==> src/rtl/containment_pkg.sv <==
// Shared constants for the containment monitor: phase encodings, default dwell ticks, LFSR seed/taps.
// Pure declarations, no logic.
package containment_pkg;

    localparam logic [2:0] PH_IDLE   = 3'd0;
    localparam logic [2:0] PH_GREEN  = 3'd1;
    localparam logic [2:0] PH_YELLOW = 3'd2;
    localparam logic [2:0] PH_RED    = 3'd3;
    localparam logic [2:0] PH_LOCK   = 3'd4;
    localparam logic [2:0] PH_BREACH = 3'd5;

    typedef enum logic [2:0] {
        S_IDLE   = PH_IDLE,
        S_GREEN  = PH_GREEN,
        S_YELLOW = PH_YELLOW,
        S_RED    = PH_RED,
        S_LOCK   = PH_LOCK,
        S_BREACH = PH_BREACH
    } phase_t;

    localparam int DEF_GREEN_TICKS  = 40;
    localparam int DEF_YELLOW_TICKS = 8;
    localparam int DEF_RED_TICKS    = 30;
    localparam int DEF_LOCK_TICKS   = 26;
    localparam int DEF_TW           = 6;

    localparam logic [5:0] LFSR_SEED = 6'h2A;
    localparam logic [5:0] LFSR_TAPS = 6'b110000;

    function automatic logic [5:0] lfsr_next(input logic [5:0] s);
        return {s[4:0], ^(s & LFSR_TAPS)};
    endfunction

endpackage

==> src/rtl/containment_monitor_phase_timer.sv <==
// Dwell counter: clears on phase change, otherwise counts up and saturates; flags expiry against a limit.
// Counter registered, expiry combinational from the registered count.
module phase_timer
    import containment_pkg::*;
#(
    parameter int TW = DEF_TW
) (
    input  logic          clock,
    input  logic          reset_n,
    input  logic          i_clear,
    input  logic [TW-1:0] i_limit,
    output logic [TW-1:0] o_dwell,
    output logic          o_expired
);

    logic [TW-1:0] r_dwell;

    always_ff @(posedge clock or negedge reset_n) begin
        if (!reset_n) begin
            r_dwell <= '0;
        end else if (i_clear) begin
            r_dwell <= '0;
        end else if (r_dwell != {TW{1'b1}}) begin
            r_dwell <= r_dwell + TW'(1);
        end
    end

    assign o_dwell = r_dwell;
    // >= rather than == so a limit that shrinks under the counter still ends the phase
    assign o_expired = (r_dwell >= (i_limit - TW'(1)));

endmodule

==> src/rtl/containment_monitor.sv <==
// Facility light sequencer watching the intruder; escalates alert, locks down, latches breach.
// Optional CONTAINMENT_JITTER_EN adds LFSR jitter (0..7) to the green dwell, latched on GREEN entry.
module containment_monitor
    import containment_pkg::*;
#(
    parameter int GREEN_TICKS  = DEF_GREEN_TICKS,
    parameter int YELLOW_TICKS = DEF_YELLOW_TICKS,
    parameter int RED_TICKS    = DEF_RED_TICKS,
    parameter int LOCK_TICKS   = DEF_LOCK_TICKS,
    parameter int TW           = DEF_TW
) (
    input  logic          clock,
    input  logic          reset_n,
    input  logic          enable,
    input  logic          a1,
    input  logic          a2,
    input  logic          a3,
    input  logic          cheat_in,
    output logic          green,
    output logic          yellow,
    output logic          red,
    output logic [2:0]    phase,
    output logic [TW-1:0] dwell,
    output logic [1:0]    alert_level,
    output logic          lockdown,
    output logic          breach
);

    phase_t        r_phase, w_next;
    logic          r_a1_q, r_a2_q, r_a3_q, r_ch_q;
    logic          r_green, r_yellow, r_red, r_lockdown, r_breach;
    logic [1:0]    r_alert, w_alert_nxt;
    logic          w_a1_rise, w_a2_rise, w_a3_rise, w_ch_rise;
    logic [TW-1:0] w_base_g, w_green_lim, w_limit, w_dwell;
    logic          w_expired;

    assign w_a1_rise = a1 & ~r_a1_q;
    assign w_a2_rise = a2 & ~r_a2_q;
    assign w_a3_rise = a3 & ~r_a3_q;
    assign w_ch_rise = cheat_in & ~r_ch_q;

    always_comb begin
        w_base_g = TW'(GREEN_TICKS >> r_alert);
        if (w_base_g == '0) begin
            w_base_g = TW'(1);
        end
    end

`ifdef CONTAINMENT_JITTER_EN
    logic [5:0] r_lfsr;
    logic [2:0] r_jit;

    always_ff @(posedge clock or negedge reset_n) begin
        if (!reset_n) begin
            r_lfsr <= LFSR_SEED;
            r_jit  <= '0;
        end else begin
            if (w_next != S_IDLE && w_next != S_BREACH) begin
                r_lfsr <= lfsr_next(r_lfsr);
            end
            if (w_next == S_GREEN && r_phase != S_GREEN) begin
                r_jit <= r_lfsr[2:0];
            end
        end
    end

    assign w_green_lim = w_base_g + TW'(r_jit);
`else
    assign w_green_lim = w_base_g;
`endif

    always_comb begin
        case (r_phase)
            S_GREEN:  w_limit = w_green_lim;
            S_YELLOW: w_limit = TW'(YELLOW_TICKS);
            S_RED:    w_limit = TW'(RED_TICKS);
            S_LOCK:   w_limit = TW'(LOCK_TICKS);
            default:  w_limit = TW'(1);
        endcase
    end

    phase_timer #(.TW(TW)) u_timer (
        .clock     (clock),
        .reset_n   (reset_n),
        .i_clear   (w_next != r_phase),
        .i_limit   (w_limit),
        .o_dwell   (w_dwell),
        .o_expired (w_expired)
    );

    always_comb begin
        w_next = r_phase;
        case (r_phase)
            S_IDLE: begin
                if (w_a3_rise)   w_next = S_BREACH;
                else if (enable) w_next = S_GREEN;
            end
            S_BREACH: w_next = S_BREACH;
            default: begin
                if (w_a3_rise)                          w_next = S_BREACH;
                else if (!enable)                       w_next = S_IDLE;
                else if (w_ch_rise && r_phase != S_LOCK) w_next = S_LOCK;
                else if (w_expired) begin
                    case (r_phase)
                        S_GREEN:  w_next = S_YELLOW;
                        S_YELLOW: w_next = S_RED;
                        default:  w_next = S_GREEN;
                    endcase
                end
            end
        endcase
    end

    // Any combination of a1/a2/cheat rises in one cycle is a single escalation step
    always_comb begin
        w_alert_nxt = r_alert;
        if (r_phase != S_BREACH) begin
            if (r_phase == S_RED && w_next == S_GREEN && !a1 && !a2) begin
                w_alert_nxt = '0;
            end else if ((w_a1_rise | w_a2_rise | w_ch_rise) && r_alert != 2'd3) begin
                w_alert_nxt = r_alert + 2'd1;
            end
        end
    end

    always_ff @(posedge clock or negedge reset_n) begin
        if (!reset_n) begin
            r_phase    <= S_IDLE;
            r_green    <= 1'b0;
            r_yellow   <= 1'b0;
            r_red      <= 1'b0;
            r_lockdown <= 1'b0;
            r_breach   <= 1'b0;
            r_alert    <= '0;
            r_a1_q     <= 1'b0;
            r_a2_q     <= 1'b0;
            r_a3_q     <= 1'b0;
            r_ch_q     <= 1'b0;
        end else begin
            r_phase    <= w_next;
            r_green    <= (w_next == S_GREEN);
            r_yellow   <= (w_next == S_YELLOW);
            r_red      <= (w_next == S_RED) || (w_next == S_LOCK) || (w_next == S_BREACH);
            r_lockdown <= (w_next == S_LOCK);
            r_breach   <= (w_next == S_BREACH);
            r_alert    <= w_alert_nxt;
            r_a1_q     <= a1;
            r_a2_q     <= a2;
            r_a3_q     <= a3;
            r_ch_q     <= cheat_in;
        end
    end

    assign green       = r_green;
    assign yellow      = r_yellow;
    assign red         = r_red;
    assign phase       = r_phase;
    assign dwell       = w_dwell;
    assign alert_level = r_alert;
    assign lockdown    = r_lockdown;
    assign breach      = r_breach;

endmodule

==> config.mk <==
export PLATFORM = sky130hd
export DESIGN_NAME = containment_monitor
export DESIGN_NICKNAME = d
export VERILOG_FILES = /design/src/rtl/containment_pkg.sv /design/src/rtl/containment_monitor_phase_timer.sv /design/src/rtl/containment_monitor.sv
export SDC_FILE = /design/constraint.sdc
export NUM_CORES = 1
export LEC_CHECK = 0
export ABC_AREA = 1
export CORE_MARGIN = 5
export CORE_UTILIZATION = 57
export CTS_CLUSTER_DIAMETER = 150
export DETAILED_ROUTE_END_ITERATION = 8
export MAX_ROUTING_LAYER = met4
export PLACE_DENSITY = 0.84
export SKIP_CTS_REPAIR_TIMING = 1
export SYNTH_ARGS = -nofsm -noshare
export SYNTH_HDL_FRONTEND = slang
export SYNTH_SLANG_ARGS = --single-unit
==> constraint.sdc <==
create_clock -name clock -period 7.7 [get_ports clock]
set_clock_uncertainty 0.15 [all_clocks]
set_input_delay 2.31 -clock clock [delete_from_list [all_inputs] [get_ports clock]]
set_output_delay 2.31 -clock clock [all_outputs]
set_load 0.01 [all_outputs]
==> results of run 1 <==
[final timing paths]
kind	slack (ns)	start	cells after the start	to
min in group asynchronous	2.36	reset_n	1	u_timer.o_dwell[1]
max reg2reg	4.11	phase[2]	22	alert_level[0]
min reg2reg	0.45	r_a3_q	3	breach
max	3.74	phase[2]	1	phase[2]
max in group asynchronous	4.51	reset_n	1	alert_level[0]
min	0.45	r_a3_q	3	breach
[registers in the layout (all words and copies together), names as in the netlist]
name,cells
r_a2_q,1
green,1
red,1
r_a3_q,1
phase,3
r_ch_q,1
breach,1
alert_level,2
r_a1_q,1
u_timer.o_dwell,6
lockdown,1
yellow,1
[power by group through the flow]
stage | clock network, W | registers, W | logic [W]
2_1_floorplan | 0 | 0.000108 | 0.00000374
5_1_grt | 0.0000549 | 0.000107 | 0.0000110
6_report | 0.0000478 | 0.000106 | 0.00000964
3_5_place_dp | 0 | 0.000108 | 0.00000987
4_1_cts | 0.0000498 | 0.000106 | 0.00000986
3_3_place_gp | 0 | 0.000108 | 0.00000956
[area by class of cell]
| type | count | area (sq um) |
|---|---|---|
| clock buffer | 3 | 22.5 |
| fill | 195 | 747 |
| inverter | 30 | 113 |
| multi-input combinational | 120 | 792 |
| sequential | 20 | 500 |
| tap | 30 | 37.5 |
| timing repair buffer | 22 | 220 |
[metrics by stage]
stage	setup WS (ns)	hold WS (ns)
finish	3.74	0.450
global route	3.67	0.516
CTS	3.74	0.458
detailed placement	3.56	0.436
global placement	3.63	0.419
floorplan	4.22	0.387
[cell families (layout without fill, tap and decap cells)]
| family | Yosys count | after routing | synth area share, % |
|---|---|---|---|
| buffers and inverters | 31 | 55 | 8.50 |
| DFF | 20 | 20 | 35.4 |
| and+or+nand+nor | 79 | 79 | 27.6 |
| AOI/OAI and AO/OA | 18 | 18 | 9.83 |
| muxes | 1 | 1 | 0.709 |
| adders and majority gates | 14 | 14 | 12.4 |
| xor gates and xnor gates | 8 | 8 | 5.49 |
[routing by layer]
layer	track usage [%]	share of wire, %	vias up
met4	4.75	0.61	0
met1	23.2	45	547
met5	-	0	-
met2	30.6	50	28
li1	-	-	596
met3	4.10	4.7	4
[cells in the final DEF, fill, tap and decap left out, types with 5 or more instances in the layout]
cell | netlist | routed
dfrtp_1 | 20 | 20
nor2_1 | 19 | 19
nand3_1 | 7 | 7
clkdlybuf4s50_1 | 0 | 22
nand2_2 | 5 | 5
xor2_1 | 5 | 5
ha_1 | 14 | 14
nand2_1 | 32 | 32
inv_1 | 27 | 27
==> results.toml, run 1 <==
[power]
p_int_w = 0.000129
p_sw_w = 0.0000352
p_comb_share_pct = 5.9
swShare_pct = 21.5
p_clk_share_pct = 29.2
p_leak_nw = 0.866
ir_worst_vdd_mv = 0.0970
p_per_area_nw_per_um2 = 97.1
power_w = 0.000164
seqPwrFrac_pct = 64.9

[global_routing]
grt_pass1_vias = 1180
grt_pass1_wl_um = 5040
antenna_found_initial = 0
grt_max_degree = 21
overflow = 0
track_usage_pct = 18.6

[logic_synthesis]
synth.most_common_cell = "nand2_1"
ys_seq_area_share_pct = 35.4
ys_async_sr_fraction_pct = 100
yosysWarnings = 0
synth_ff_type = "dfrtp_1"
synth_top_cell_by_area = "dfrtp_1"
ys_ff_latch = 20
avgSynthCellArea_sq_um = 8.26
synth_top_area_share_pct = 35.4
syn_area_sq_um = 1410
synth_edf_count = 0
yosys-top-cells-area = "dfrtp_1, ha_1, nand2_1, inv_1, nor2_1"
synth_cell_type_count = 33
netlist_instances = 171
synth_top_cells_by_count = "nand2_1, inv_1, dfrtp_1"
synthesis.nets = 192

[timing]
final-hold-violation-count = 0
fin_crit_sh_pct = 51.4
max_slew.worst_pin.slew_ns = 0.881
setup_viol = 0
setup-tns-final_ns = 0
fmax_mhz = 253
min_period_ns = 3.96
final_max_slew_viol_count = 0
max-slew-margin-rel_pct = 41.1
rsz0062_at_grt = "false"

[drt]
drc = 0
vias = 1175
drt_iter0_drc = 39
via_per_inst = 5.22
routed_wirelength_um = 2780
drtPass1Iterations = 4
ant_nets = 0
wl_per_cell_um = 12.3

[critical_path]
crit_buf_inv = 1
max_stage_delay_ns = 0.62
end_kind = "output port"
arrival_ns = 1.50
crit_path_start_kind = "register"
path_cells = "clkdlybuf4s50_1"
crit_fanout = 8
path_delay_family = "buffers and inverters"
critical_path_class = "reg2out"
slowest_stage = "clkdlybuf4s50_1"
worstPathRequired_ns = 5.24

[final_layout]
area_growth_pct = 19.3
stdcell_area_sq_um = 1690
postLayoutCoreUtil_pct = 69.3
fin_cells = 225
drive_gt1_share_pct = 13.8
diodes = 0
final_nets = 218

[die]
core_sq_um = 2430
fp.dieW_um = 59.8
die-area_sq_um = 3570
pin_count = 23
initial_core_util_pct = 58.1
die_y_um = 59.8
rows = 18

[placement]
gp_congestion = 0.819
post-place-cells = 222
hpwlAfterDp_um = 2260
placed_area_sq_um = 1660
io_buffers = 22

[run_status]
status = "completed"

[clocking]
clk_root_buffer_cell = "clkbuf_4"
path_clk_slew_ns = 0.10
htreeDepth = 1
cts_tree = "yes"
clock-sinks = 20
clock_latency_ns = 0.29
cts_max_path_buffers = 2
cts_buffers = 3

[job]
maxCapViolations = 0

[min_path]
min_path_type = "reg2reg"
Power figures use the tool's default switching activity.
==> inputs of run 2 (changes only) <==
--- a/config.mk
+++ b/config.mk
@@ -7,11 +7,11 @@
 export LEC_CHECK = 0
 export ABC_AREA = 1
 export CORE_MARGIN = 5
-export CORE_UTILIZATION = 57
+export CORE_UTILIZATION = 48
 export CTS_CLUSTER_DIAMETER = 150
 export DETAILED_ROUTE_END_ITERATION = 8
 export MAX_ROUTING_LAYER = met4
-export PLACE_DENSITY = 0.84
+export PLACE_DENSITY = 0.76
 export SKIP_CTS_REPAIR_TIMING = 1
 export SYNTH_ARGS = -nofsm -noshare
 export SYNTH_HDL_FRONTEND = slang
==> constraint.sdc (replaced) <==
create_clock -name clock -period 3.23 [get_ports clock]
set_clock_uncertainty 0.15 [all_clocks]
set_input_delay 0.969 -clock clock [delete_from_list [all_inputs] [get_ports clock]]
set_output_delay 0.969 -clock clock [all_outputs]
set_load 0.01 [all_outputs]
==> results.toml, run 2 (synthesized netlist as in run 1, its figures left out) <==
[timing]
rsz0062_at_grt = "true"
worst_slack_ns = -0.111
holdWs_ns = 0.467
fmax_mhz = 299
final_max_slew_viol_count = 0
min_period_ns = 3.34
max_slew.worst_pin.slew_ns = 0.344
setup_viol = 7
final-hold-violation-count = 0
fin_crit_sh_pct = 103
max-slew-margin-rel_pct = 76.8

[global_routing]
grt_pass1_wl_um = 5690
grt_max_degree = 21
antenna_found_initial = 0
overflow = 0
track_usage_pct = 17.7
grt_pass1_vias = 1279

[min_path]
min_path_type = "reg2reg"

[final_layout]
drive_gt1_share_pct = 39.8
postLayoutCoreUtil_pct = 76.2
final_nets = 249
fillerInstances = 180
stdcell_area_sq_um = 2120
largest_reg_flops = 6
diodes = 0
layout_common_cells = "buf_4, inv_1, nand2_1"
final_common_cell = "buf_4"
multi_input_area_sq_um = 968
seq_area_sq_um = 502
area_growth_pct = 50.1

[clocking]
htreeDepth = 1
cts_tree = "yes"
cts_buffers = 3
path_clk_slew_ns = 0.10
clock_latency_ns = 0.30
clk_root_buffer_cell = "clkbuf_4"
clock-sinks = 20
cts_max_path_buffers = 2

[die]
initial_core_util_pct = 50.8
core_sq_um = 2780
die-area_sq_um = 4130
die_y_um = 64.3
pin_count = 23
rows = 19
fp.dieW_um = 64.3

[drt]
vias = 1317
routed_wirelength_um = 3870
ant_nets = 0
drc = 0
via_per_inst = 5.12
wl_per_cell_um = 15.0
drt_iter0_drc = 98
drtPass1Iterations = 4

[critical_path]
r2r_end = "u_timer.o_dwell[3]"
worstRegToRegCells = 22
worstPathRequired_ns = 3.31
arrival_ns = 3.42
startpoint = "phase[0]"
reg2reg_setup_slack_ns = -0.11
crit_end = "u_timer.o_dwell[3]"
reg2reg_from = "phase[0]"
slowest_stage = "dfrtp_2"
critical_path_class = "reg2reg"
max_stage_delay_ns = 0.46
path_cells = "nor2_4 > inv_2 > nor2_4 > nor2_2 > a21oi_2 > and3_4 > nand2_2 > nor2_2 > xnor2_1 > inv_1 > ha_4 > nand2_4 > inv_2 > a21oi_4 > buf_4 > nand3_1 > nand2_2 > nor2_8 > buf_12 > xor2_2 > nand3b_4 > nor2_1"
crit_path_start_kind = "register"
end_kind = "register"
crit_fanout = 6

[placement]
placed_area_sq_um = 1870
hpwlAfterDp_um = 2590
post-place-ws_ns = -0.103
io_buffers = 22
gp_congestion = 0.900

[run_status]
status = "finished with violations"
violations = "setup timing"

[power]
p_per_area_nw_per_um2 = 186
p_leak_nw = 1.06
ir_worst_vdd_mv = 0.308

[job]
maxCapViolations = 0
-- run 2: cell types whose count changed in the layout (fill, tap and decap cells not counted), moves of 3 or more --
cell / previous run / this run
a21oi_1: 4 / 1
ha_1: 14 / 11
buf_4: 0 / 27
nand2_2: 5 / 11
nor2_2: 3 / 6
nor2_1: 19 / 11
buf_6: 0 / 3
nand2_1: 32 / 25
nor2_4: 1 / 6
-- run 2: final cells by class --
| class | instances | area share (%) |
|---|---|---|
| timing repair buffer | 53 | 22.5 |
| multi-input combinational | 120 | 45.7 |
| sequential | 20 | 23.7 |
| clock buffer | 3 | 1.06 |
| tap | 31 | 1.83 |
| inverter | 30 | 5.31 |
-- run 2: through the flow --
stage | total power (W) | setup TNS, ns | cells
global placement | 0.000282 | 0 | 249
finish | 0.000394 | -0.438 | 257
detailed placement | 0.000283 | -0.669 | 249
floorplan | 0.000267 | 0 | 171
global route | 0.000417 | -2.33 | 257
CTS | 0.000400 | -0.990 | 252
-- run 2: where the power goes --
| part | internal [W] | total (W) | leakage, nW | switching, W |
|---|---|---|---|---|
| Sequential | 0.000253 | 0.000253 | 0.234 | 0.000000684 |
| Combinational | 0.0000110 | 0.0000241 | 0.809 | 0.0000131 |
| Clock | 0.0000436 | 0.000116 | 0.0138 | 0.0000729 |
| Total | 0.000307 | 0.000394 | 1.06 | 0.0000866 |
-- run 2: worst max-delay path, delay by kind of cell, from the launching register on --
kind                     cells  cell delay (ns)
adder cells (fa/ha/maj)      1             0.30
AND/OR/NAND/NOR             12             1.36
XOR/XNOR                     2             0.30
buffers and inverters        5             0.47
flip-flops                   1             0.46
AO/OA/AOI/OAI                2             0.22
-- run 2: worst min-delay path by stage --
stage | start | to | slack (ns) | depth (start not counted)
after detailed placement | r_a3_q | breach | 0.46 | 3
after CTS | r_a3_q | breach | 0.48 | 3
after floorplan | r_a3_q | breach | 0.39 | 3
after global placement | alert_level[1] | alert_level[1] | 0.40 | 2
after global routing | r_a3_q | breach | 0.53 | 3
final | r_a3_q | breach | 0.47 | 3
-- run 2: layer usage --
metal / share of wire, % / track usage (%) / up-vias
li1: - / - / 654
met1: 43 / 22.0 / 629
met2: 52 / 27.5 / 25
met3: 2.6 / 2.63 / 9
met4: 2.5 / 9.67 / 0
met5: 0 / - / -
==> inputs of run 3 (changes only) <==
--- a/config.mk
+++ b/config.mk
@@ -7,12 +7,14 @@
 export LEC_CHECK = 0
 export ABC_AREA = 1
 export CORE_MARGIN = 5
-export CORE_UTILIZATION = 48
+export CORE_UTILIZATION = 50
+export CTS_BUF_LIST = sky130_fd_sc_hd__clkbuf_4
 export CTS_CLUSTER_DIAMETER = 150
 export DETAILED_ROUTE_END_ITERATION = 8
 export MAX_ROUTING_LAYER = met4
-export PLACE_DENSITY = 0.76
+export PLACE_DENSITY = 0.78
 export SKIP_CTS_REPAIR_TIMING = 1
+export SLEW_MARGIN = 20
 export SYNTH_ARGS = -nofsm -noshare
 export SYNTH_HDL_FRONTEND = slang
 export SYNTH_SLANG_ARGS = --single-unit
==> results.toml, run 3 (synthesized netlist as in run 1, its figures left out) <==
[clocking]
htreeDepth = 1
path_clk_slew_ns = 0.13
clock-sinks = 20
clk_root_buffer_cell = "clkbuf_4"
cts_buffers = 3
cts_tree = "yes"
clock_latency_ns = 0.32
cts_max_path_buffers = 2

[drt]
drt_iter0_drc = 89
drc = 0
via_per_inst = 5.29
wl_per_cell_um = 16.4
top_layer_used = "met4"
wl_met2_um = 2240
vias = 1365
met1_length_um = 1770
route.met3.wl_um = 149
ant_nets = 0
routed_wirelength_um = 4240
drtPass1Iterations = 4

[timing]
max_slew.worst_pin.slew_ns = 0.361
holdWs_ns = 0.484
final_max_slew_viol_count = 0
worst_slack_ns = -0.222
fmax_mhz = 290
fin_crit_sh_pct = 107
rsz0062_at_grt = "true"
setup-tns-final_ns = -1.84
max-slew-margin-rel_pct = 75.7
min_period_ns = 3.45
final-hold-violation-count = 0
setup_viol = 12

[critical_path]
crit_path_start_kind = "register"
arrival_ns = 3.49
max_stage_delay_ns = 0.47
crit_buf_inv = 4
slowest_stage = "dfrtp_2"
path_cells = "buf_4 > nand2_1 > a21oi_2 > a21oi_2 > and3_4 > nand2_2 > nor2_2 > xnor2_1 > inv_1 > ha_4 > nand2_2 > inv_2 > a21oi_4 > buf_6 > nand3_1 > nand2_1 > nand2_1 > nand2_2 > xor2_1 > nand3b_4 > nor2_1"
crit_fanout = 6
reg2reg_from = "phase[0]"
worstRegToRegCells = 21
end_kind = "register"
path_delay_family = "simple AND/OR/NAND/NOR gates"
reg2reg_setup_slack_ns = -0.22
r2r_end = "u_timer.o_dwell[5]"
worstPathRequired_ns = 3.27
critical_path_class = "reg2reg"

[final_layout]
final_common_cell = "buf_4"
area_growth_pct = 52.3
diodes = 0
fillerInstances = 164
drive_gt1_share_pct = 42.3
largest_reg_flops = 6
multi_input_area_sq_um = 1000
final_nets = 249
layout_common_cells = "buf_4, inv_1, clkdlybuf4s50_1"
seq_area_sq_um = 503

[die]
initial_core_util_pct = 51.7
die-area_sq_um = 3990
pin_count = 23
core_sq_um = 2730
die_y_um = 63.2
fp.dieW_um = 63.2
rows = 19

[power]
p_per_area_nw_per_um2 = 190
p_leak_nw = 1.05
ir_worst_vdd_mv = 0.276

[run_status]
violations = "setup timing"
status = "finished with violations"

[min_path]
holdPathStages = 3
min_path_type = "reg2reg"
worstHoldStart = "r_a3_q"
min_to = "breach"

[global_routing]
grt_pass1_vias = 1369
track_usage_pct = 19.2
antenna_found_initial = 0
overflow = 0
grt_pass1_wl_um = 6020
grt_max_degree = 21

[placement]
hpwlAfterDp_um = 2860
io_buffers = 22
gp_congestion = 0.841

[job]
maxCapViolations = 0
## run 3: changes by cell type in the layout (fill, tap and decap cells not counted), sizes merged
| cell | change |
|---|---|
| clkinv | +1 |
## run 3: power breakdown
| part | total [W] | internal [W] | switching, W |
|---|---|---|---|
| Clock | 0.000128 | 0.0000452 | 0.0000824 |
| Combinational | 0.0000269 | 0.0000117 | 0.0000152 |
| Sequential | 0.000254 | 0.000253 | 0.000000746 |
| Total | 0.000408 | 0.000310 | 0.0000983 |
## run 3: per-layer routing
layer,vias to the layer above,track usage (%)
met4,0,9.02
li1,652,-
met2,38,30.9
met1,667,23.5
met5,-,-
met3,8,2.84
## run 3: final cells by class
class / instances / area share (%)
Multi-Input combinational cell: 120 / 46.6
Sequential cell: 20 / 23.4
Timing Repair Buffer: 53 / 21.8
Inverter: 30 / 5.23
Tap cell: 31 / 1.80
Clock buffer: 3 / 1.05
Clock inverter: 1 / 0.174
## run 3: worst min-delay path: cells and delay by family, from the launching register on
kind                   cells  cell delay [ns]
DFF                        1             0.35
buffers and inverters      1             0.04
and+or+nand+nor            2             0.20
## run 3: how the worst max path moves through the flow
| stage | depth (start not counted) | from | slack [ns] | endpoint |
|---|---|---|---|---|
| 2_1_floorplan | 23 | phase[1] | 0.07 | alert_level[1] |
| 3_3_place_gp | 23 | phase[0] | 0.04 | alert_level[0] |
| 3_5_place_dp | 21 | phase[0] | -0.15 | u_timer.o_dwell[3] |
| 4_1_cts | 21 | phase[0] | -0.19 | u_timer.o_dwell[1] |
| 5_1_grt | 22 | phase[0] | -0.42 | u_timer.o_dwell[5] |
| 6_report | 21 | phase[0] | -0.22 | u_timer.o_dwell[5] |
## run 3: through the flow
stage / area, sq um / total power (W) / util, % / setup WS, ns / instances
after floorplan: 1410 / 0.000267 / - / 0.0663 / 171
after global placement: 1890 / 0.000282 / 69.0 / 0.0442 / 251
after detailed placement: 1890 / 0.000283 / 69.0 / -0.151 / 251
after CTS: 1910 / 0.000406 / 70.0 / -0.191 / 255
after global routing: 2150 / 0.000429 / 78.7 / -0.418 / 258
final: 2150 / 0.000408 / 78.7 / -0.222 / 258
